<file path="src/rtl/uart_cmd_pkg.sv">
// Shared constants, state encoding and response strings for the UART command executor.
package uart_cmd_pkg;

  localparam logic [7:0] ASCII_CR = 8'h0D;
  localparam logic [7:0] ASCII_LF = 8'h0A;
  localparam logic [7:0] ASCII_SP = 8'h20;
  localparam logic [7:0] ASCII_0  = 8'h30;
  localparam logic [7:0] ASCII_UA = 8'h41;
  localparam logic [7:0] ASCII_LA = 8'h61;

  typedef enum logic [2:0] {
    ST_IDLE,
    ST_FETCH,
    ST_PARSE,
    ST_WRITE,
    ST_DONE
  } state_t;

  localparam logic [31:0] RESP_OK      = {"OK", ASCII_CR, ASCII_LF};
  localparam logic [3:0]  RESP_OK_LEN  = 4'd4;
  localparam logic [39:0] RESP_ERR     = {"ERR", ASCII_CR, ASCII_LF};
  localparam logic [3:0]  RESP_ERR_LEN = 4'd5;
  localparam logic [31:0] RESP_VER     = {"V1", ASCII_CR, ASCII_LF};
  localparam logic [3:0]  RESP_VER_LEN = 4'd4;

  // Responses are right-aligned in a 64-bit word; byte 0 is the leftmost used byte.
  function automatic logic [7:0] resp_byte(input logic [63:0] s, input logic [3:0] len,
                                           input logic [3:0] j);
    return s[8*(int'(len) - 1 - int'(j)) +: 8];
  endfunction

endpackage

</file>
<file path="src/rtl/hex_ascii.sv">
// Combinational nibble-to-uppercase-ASCII encoder plus ASCII-hex-digit decoder.
module hex_ascii
  import uart_cmd_pkg::*;
(
  input  logic [3:0] nib,
  output logic [7:0] asc,
  input  logic [7:0] chr,
  output logic [3:0] val,
  output logic       valid
);

  logic [7:0] off;

  assign asc = (nib < 4'd10) ? ASCII_0 + {4'h0, nib} : ASCII_UA + {4'h0, nib} - 8'd10;

  // NOTE: every always_comb output gets a default first, so no path can infer a latch.
  always_comb begin
    off   = 8'h00;
    valid = 1'b0;
    if (chr >= ASCII_0 && chr <= ASCII_0 + 8'd9) begin
      off   = chr - ASCII_0;
      valid = 1'b1;
    end else if (chr >= ASCII_UA && chr <= ASCII_UA + 8'd5) begin
      off   = chr - ASCII_UA + 8'd10;
      valid = 1'b1;
    end else if (chr >= ASCII_LA && chr <= ASCII_LA + 8'd5) begin
      off   = chr - ASCII_LA + 8'd10;
      valid = 1'b1;
    end
  end

  assign val = off[3:0];

endmodule

</file>
<file path="src/rtl/uart_cmd_exec.sv">
// Reads a command line from the shared line buffer, decodes led/ver commands,
// writes the response string back and signals the handler.
module uart_cmd_exec
  import uart_cmd_pkg::*;
#(
  parameter int WIDTH      = 8,
  parameter int LEN        = 256,
  parameter int RXSTR_BASE = 0,
  parameter int TXSTR_BASE = 128,
  localparam int AW        = $clog2(LEN)
) (
  input  logic             clk,
  input  logic             rst,
  input  logic             cmd_valid,
  input  logic [AW-1:0]    cmd_len,
  output logic             msg_valid,
  output logic [AW-1:0]    msg_len,
  output logic [AW-1:0]    mem_addr,
  output logic [WIDTH-1:0] mem_din,
  output logic             mem_we,
  input  logic [WIDTH-1:0] mem_dout,
  output logic [7:0]       led,
  output logic             busy
);

  localparam logic [AW-1:0] RX_BASE = AW'(RXSTR_BASE);
  localparam logic [AW-1:0] TX_BASE = AW'(TXSTR_BASE);

  state_t           state;
  logic [2:0]       n_q;
  logic [2:0]       k_q;
  logic             long_q;
  logic [WIDTH-1:0] line_q [7];
  logic [3:0]       j_q;
  logic [63:0]      resp_q;
  logic [3:0]       resp_len_q;

  logic [63:0]      resp_c;
  logic [3:0]       resp_len_c;
  logic             led_set_c;
  logic             is_led, is_ver;
  logic [7:0]       hi_asc, lo_asc;
  logic [3:0]       hi_val, lo_val;
  logic             hi_ok, lo_ok;

  hex_ascii u_hex_hi (
    .nib   (led[7:4]),
    .asc   (hi_asc),
    .chr   (line_q[4]),
    .val   (hi_val),
    .valid (hi_ok)
  );

  hex_ascii u_hex_lo (
    .nib   (led[3:0]),
    .asc   (lo_asc),
    .chr   (line_q[5]),
    .val   (lo_val),
    .valid (lo_ok)
  );

  // Only bytes below n are ever inspected, and the length checks gate every match.
  always_comb begin
    is_led     = (line_q[0] == "l") && (line_q[1] == "e") && (line_q[2] == "d");
    is_ver     = (line_q[0] == "v") && (line_q[1] == "e") && (line_q[2] == "r");
    resp_c     = {24'h0, RESP_ERR};
    resp_len_c = RESP_ERR_LEN;
    led_set_c  = 1'b0;
    if (n_q == 3'd0) begin
      resp_c     = {48'h0, ASCII_CR, ASCII_LF};
      resp_len_c = 4'd2;
    end else if (long_q) begin
      resp_c     = {24'h0, RESP_ERR};
      resp_len_c = RESP_ERR_LEN;
    end else if (n_q == 3'd3 && is_led) begin
      resp_c     = {"LED=", hi_asc, lo_asc, ASCII_CR, ASCII_LF};
      resp_len_c = 4'd8;
    end else if (n_q == 3'd6 && is_led && line_q[3] == ASCII_SP && hi_ok && lo_ok) begin
      resp_c     = {32'h0, RESP_OK};
      resp_len_c = RESP_OK_LEN;
      led_set_c  = 1'b1;
    end else if (n_q == 3'd3 && is_ver) begin
      resp_c     = {32'h0, RESP_VER};
      resp_len_c = RESP_VER_LEN;
    end
  end

  // NOTE: the capture buffer has no reset; it is always refilled before PARSE reads it.
  always_ff @(posedge clk) begin
    if (state == ST_FETCH && k_q != 3'd0) begin
      line_q[k_q - 3'd1] <= mem_dout;
    end
  end

  // NOTE: all state and registered outputs use non-blocking assignments so every
  // branch sees the pre-edge values.
  always_ff @(posedge clk or posedge rst) begin
    if (rst) begin
      state      <= ST_IDLE;
      n_q        <= '0;
      k_q        <= '0;
      long_q     <= 1'b0;
      j_q        <= '0;
      resp_q     <= '0;
      resp_len_q <= '0;
      msg_valid  <= 1'b0;
      msg_len    <= '0;
      mem_addr   <= '0;
      mem_din    <= '0;
      mem_we     <= 1'b0;
      led        <= '0;
      busy       <= 1'b0;
    end else begin
      case (state)
        ST_IDLE: begin
          if (cmd_valid) begin
            n_q      <= (cmd_len > AW'(7)) ? 3'd7 : cmd_len[2:0];
            long_q   <= (cmd_len > AW'(6));
            k_q      <= '0;
            mem_addr <= RX_BASE;
            busy     <= 1'b1;
            state    <= ST_FETCH;
          end
        end
        ST_FETCH: begin
          // Address k is presented while byte k-1 lands from the previous read.
          if (k_q == n_q) begin
            state <= ST_PARSE;
          end else begin
            k_q <= k_q + 3'd1;
            if (k_q + 3'd1 < n_q) mem_addr <= mem_addr + AW'(1);
          end
        end
        ST_PARSE: begin
          if (led_set_c) led <= {hi_val, lo_val};
          resp_q     <= resp_c;
          resp_len_q <= resp_len_c;
          j_q        <= '0;
          mem_addr   <= TX_BASE;
          mem_din    <= resp_byte(resp_c, resp_len_c, 4'd0);
          mem_we     <= 1'b1;
          state      <= ST_WRITE;
        end
        ST_WRITE: begin
          if (j_q == resp_len_q - 4'd1) begin
            mem_we    <= 1'b0;
            mem_din   <= '0;
            msg_valid <= 1'b1;
            msg_len   <= AW'(resp_len_q);
            state     <= ST_DONE;
          end else begin
            j_q      <= j_q + 4'd1;
            mem_addr <= mem_addr + AW'(1);
            mem_din  <= resp_byte(resp_q, resp_len_q, j_q + 4'd1);
          end
        end
        ST_DONE: begin
          msg_valid <= 1'b0;
          busy      <= 1'b0;
          state     <= ST_IDLE;
        end
        default: state <= ST_IDLE;
      endcase
    end
  end

endmodule

</file>
<file path="config.mk">
export PLATFORM = sky130hd
export DESIGN_NAME = uart_cmd_exec
export DESIGN_NICKNAME = d
export VERILOG_FILES = /design/src/rtl/uart_cmd_pkg.sv /design/src/rtl/hex_ascii.sv /design/src/rtl/uart_cmd_exec.sv
export SDC_FILE = /design/constraint.sdc
export NUM_CORES = 1
export LEC_CHECK = 0
export BUFFER_PORTS_ARGS = -buffer_cell sky130_fd_sc_hd__buf_2
export CORE_MARGIN = 2
export CORE_UTILIZATION = 43
export DETAILED_ROUTE_END_ITERATION = 8
export PLACE_DENSITY = 0.63
export SETUP_SLACK_MARGIN = 0.3
export SLEW_MARGIN = 20
export SYNTH_ARGS = -nofsm -noshare
export SYNTH_HDL_FRONTEND = slang
export SYNTH_SLANG_ARGS = --single-unit
</file>
<file path="constraint.sdc">
create_clock -name clk -period 7.2 [get_ports clk]
set_input_delay 0 -clock clk [delete_from_list [all_inputs] [get_ports clk]]
set_output_delay 0 -clock clk [all_outputs]
set_load 0.1 [all_outputs]
</file>
==> flow_metrics.env <==
export IMPL_status="finished clean"
export IMPL_p_comb_share_pct=48.5
export IMPL_p_sw_mw=1.37
export IMPL_grt_pass1_vias=4185
export IMPL_slew_viol_final=0
export IMPL_syn_area_per_cell_sq_um=10.4
export IMPL_drtPass1Iterations=5
export IMPL_grt_antenna_before_repair=0
export IMPL_core_area_sq_um=13200
export IMPL_postSynthRegisterBits=112
export IMPL_regToRegSetupSlack_ns=4.16
export IMPL_r2r_start="resp_len_q[0]$_DFFE_PP0P_"
export IMPL_final_setup_viol_count=0
export IMPL_ant_nets=0
export IMPL_die_h_um=120
export IMPL_rsz0062_at_grt="no"
export IMPL_cp_required_ns=7.43
export IMPL_holdWs_ns=0.0791
export IMPL_maxCapViolCount=0
export IMPL_yosysWarnings=0
export IMPL_grt_max_degree=65
export IMPL_ys_top_cells_by_count="dfrtp_1, nand2_1, edfxtp_1, nor2_1, o21ai_0"
export IMPL_cp_data_arrival_time_ns=3.27
export IMPL_track_usage_pct=18.9
export IMPL_hold_class="in -> reg"
export IMPL_cts_tree="built"
export IMPL_die_area_sq_um=14400
export IMPL_holdPathStages=5
export IMPL_clock_path_buffers=2
export IMPL_drt_wl_total_mm=13.1
export IMPL_max_slew_margin_rel_pct=42.2
export IMPL_hold_viol=0
export IMPL_r2r_cells=10
export IMPL_initial_core_util_pct=44.0
export IMPL_dpl_cell_area_sq_um=6200
export IMPL_synthFlopType="dfrtp_1"
export IMPL_grt_ovfl_total=0
export IMPL_hold_end="long_q$_DFFE_PP0P_"
export IMPL_ios=54
export IMPL_min_period_over_period_pct=42.3
export IMPL_final_nets=659
export IMPL_synth_edf_count=48
export IMPL_path_max_fanout=13
export IMPL_fin_crit_ns=3.04
export IMPL_place_congestion=0.839
export IMPL_grt_pass1_wl_mm=21.3
export IMPL_power_per_cell_area_nw_per_um2=438
export IMPL_port_buffer_count=48
export IMPL_drive_gt1_share_pct=13.8
export IMPL_hp_start="cmd_len[5]"
export IMPL_die_x_um=120
export IMPL_clock_skew_ns=0.0119
export IMPL_dr_total_vias=4353
export IMPL_finish_utilization_pct=50.5
export IMPL_nFillCells=1216
export IMPL_ir_worst_vdd_mv=0.179
export IMPL_pwr_share_seq_pct=33.4
export IMPL_start_kind="register"
export IMPL_wl_per_cell_um=16.4
export IMPL_seq_area_frac_synth_pct=52.4
export IMPL_worstMarginPinSlew_ns=0.867
export IMPL_avgViaCountPerCell=5.46
export IMPL_path_class="reg -> reg"
export IMPL_h_tree_depth=3
export IMPL_diodes=0
export IMPL_synth_top_area_cell="dfrtp_1"
export IMPL_ys_types=70
export IMPL_first_iter_violations=344
export IMPL_async_flop_share_pct=57.1
export IMPL_root_buffer="clkbuf_16"
export IMPL_cts_made_buffers=9
export IMPL_p_int_mw=1.55
export IMPL_leakage_nw=2.82
export IMPL_fin_area_sq_um=6660
export IMPL_drc=0
export IMPL_rows=42
export IMPL_end_kind="register"
export IMPL_syn_inst=559
export IMPL_synth_top_area_share_pct=27.6
export IMPL_timing_fmax_ghz=0.329
export IMPL_dp_hpwl_mm=9.45
export IMPL_clkPwrFrac_pct=18.1
export IMPL_syn_cell_area_sq_um=5800
export IMPL_area_growth_pct=14.7
export IMPL_r2r_end="mem_din[0]$_DFFE_PP0N_"
export IMPL_cts_sinks=112
export IMPL_insertion_delay_ns=0.36
export IMPL_path_clk_slew_ns=0.07
export IMPL_p_sw_share_pct=46.8
export IMPL_setup_tns_final_ns=0
export IMPL_synthTopCellsByArea="dfrtp_1, edfxtp_1, ha_1"
==> layout make-up <==
| class | instances | area, sq um | share of cell area (%) |
|---|---|---|---|
| sequential | 112 | 3040 | 45.7 |
| multi-input combinational | 398 | 2570 | 38.7 |
| timing repair buffer | 64 | 393 | 5.90 |
| clock buffer | 10 | 229 | 3.44 |
| tap | 176 | 220 | 3.31 |
| inverter | 31 | 116 | 1.75 |
| clock inverter | 6 | 82.6 | 1.24 |
==> critical path, stage by stage, from the launching register on <==
cell and delay [ns]:
dfrtp_1 0.43, inv_1 0.11, ha_1 0.32, inv_1 0.08
fa_1 0.45, xor2_1 0.69, nor4b_1 0.16, a311oi_1 0.30
o22ai_1 0.11, a2bb2oi_1 0.19, o21ai_1 0.07
==> flip-flops by register name (all words and copies together), names as in the netlist, 3 cells and up <==
signal,cells
j_q,4
k_q,3
led,8
line_q,48
mem_addr,8
mem_din,7
msg_len,4
n_q,3
resp_len_q,3
resp_q,17
state,3
==> cells in the final DEF, fill, tap and decap left out, types with 4 or more instances in the layout <==
master         Yosys  routed
ha_1              23      23
a21o_1             5       5
inv_1             30      29
dlygate4sd3_1      0      13
and3_1             4       4
o31ai_1            6       6
nand3b_1           4       4
nor3_2             1       4
o21ai_0           32      32
clkbuf_16          0       9
nor2_1            40      40
or2_2              4       4
a22oi_1            5       5
nand2b_1          14      14
a21oi_1           29      29
dfrtp_1           64      64
conb_1             1       5
nor4b_1            8       8
nand2_1           64      64
edfxtp_1          48      48
nor3_1            19      16
xor2_1             8       8
nand3_1           15      15
buf_2              0      48
a31oi_1           13      13
xnor2_1            8       8
mux2i_1           12      12
o21ai_1           18      18
==> worst max-delay path by stage <==
stage,depth (start not counted),startpoint,end,slack [ns]
3_3_place_gp,10,resp_len_q[0]$_DFFE_PP0P_,mem_din[0]$_DFFE_PP0N_,4.33
4_1_cts,10,resp_len_q[0]$_DFFE_PP0P_,mem_din[0]$_DFFE_PP0N_,4.20
3_5_place_dp,10,resp_len_q[0]$_DFFE_PP0P_,mem_din[0]$_DFFE_PP0N_,4.24
5_1_grt,10,resp_len_q[0]$_DFFE_PP0P_,mem_din[0]$_DFFE_PP0N_,3.87
6_report,10,resp_len_q[0]$_DFFE_PP0P_,mem_din[0]$_DFFE_PP0N_,4.16
2_1_floorplan,10,resp_len_q[2]$_DFFE_PP0P_,mem_din[6]$_DFFE_PP0N_,4.63
==> timing repair <==
action	in CTS	in global routing
resized for setup	0	0
hold endpoints to repair	117	0
hold buffers	13	0
setup buffers	0	0
==> cells by family after synthesis <==
family                   share of synthesized area (%)
buffers and inverters                             3.75
flip-flops                                        52.4
adder cells (fa/ha/maj)                           5.30
other                                           0.0646
AND/OR/NAND/NOR                                   17.5
AO/OA/AOI/OAI                                     15.0
multiplexers                                      2.78
XOR/XNOR                                          3.21
==> power by group through the flow <==
stage / clock (mW) / combinational [mW] / sequential, mW
after detailed placement: 0 / 1.38 / 0.982
after CTS: 0.541 / 1.40 / 0.970
after global placement: 0 / 1.36 / 0.975
after global routing: 0.568 / 1.55 / 0.996
final: 0.528 / 1.41 / 0.973
after floorplan: 0 / 0.862 / 1.22
==> through the flow <==
stage          total power, mW  std cells  setup WS, ns
5_1_grt                   3.11        797          3.87
4_1_cts                   2.91        797          4.20
3_5_place_dp              2.37        768          4.24
3_3_place_gp              2.34        768          4.33
6_report                  2.92        797          4.16
2_1_floorplan             2.09        563          4.63
==> per-layer routing <==
layer	vias to the layer above	global-route usage [%]	wire length, um
met2	109	31.3	6460
met5	-	0	0
met4	0	5.07	140
met3	16	4.67	545
li1	2127	-	-
met1	2101	24.7	5960
(Power assumes the default switching activity.)
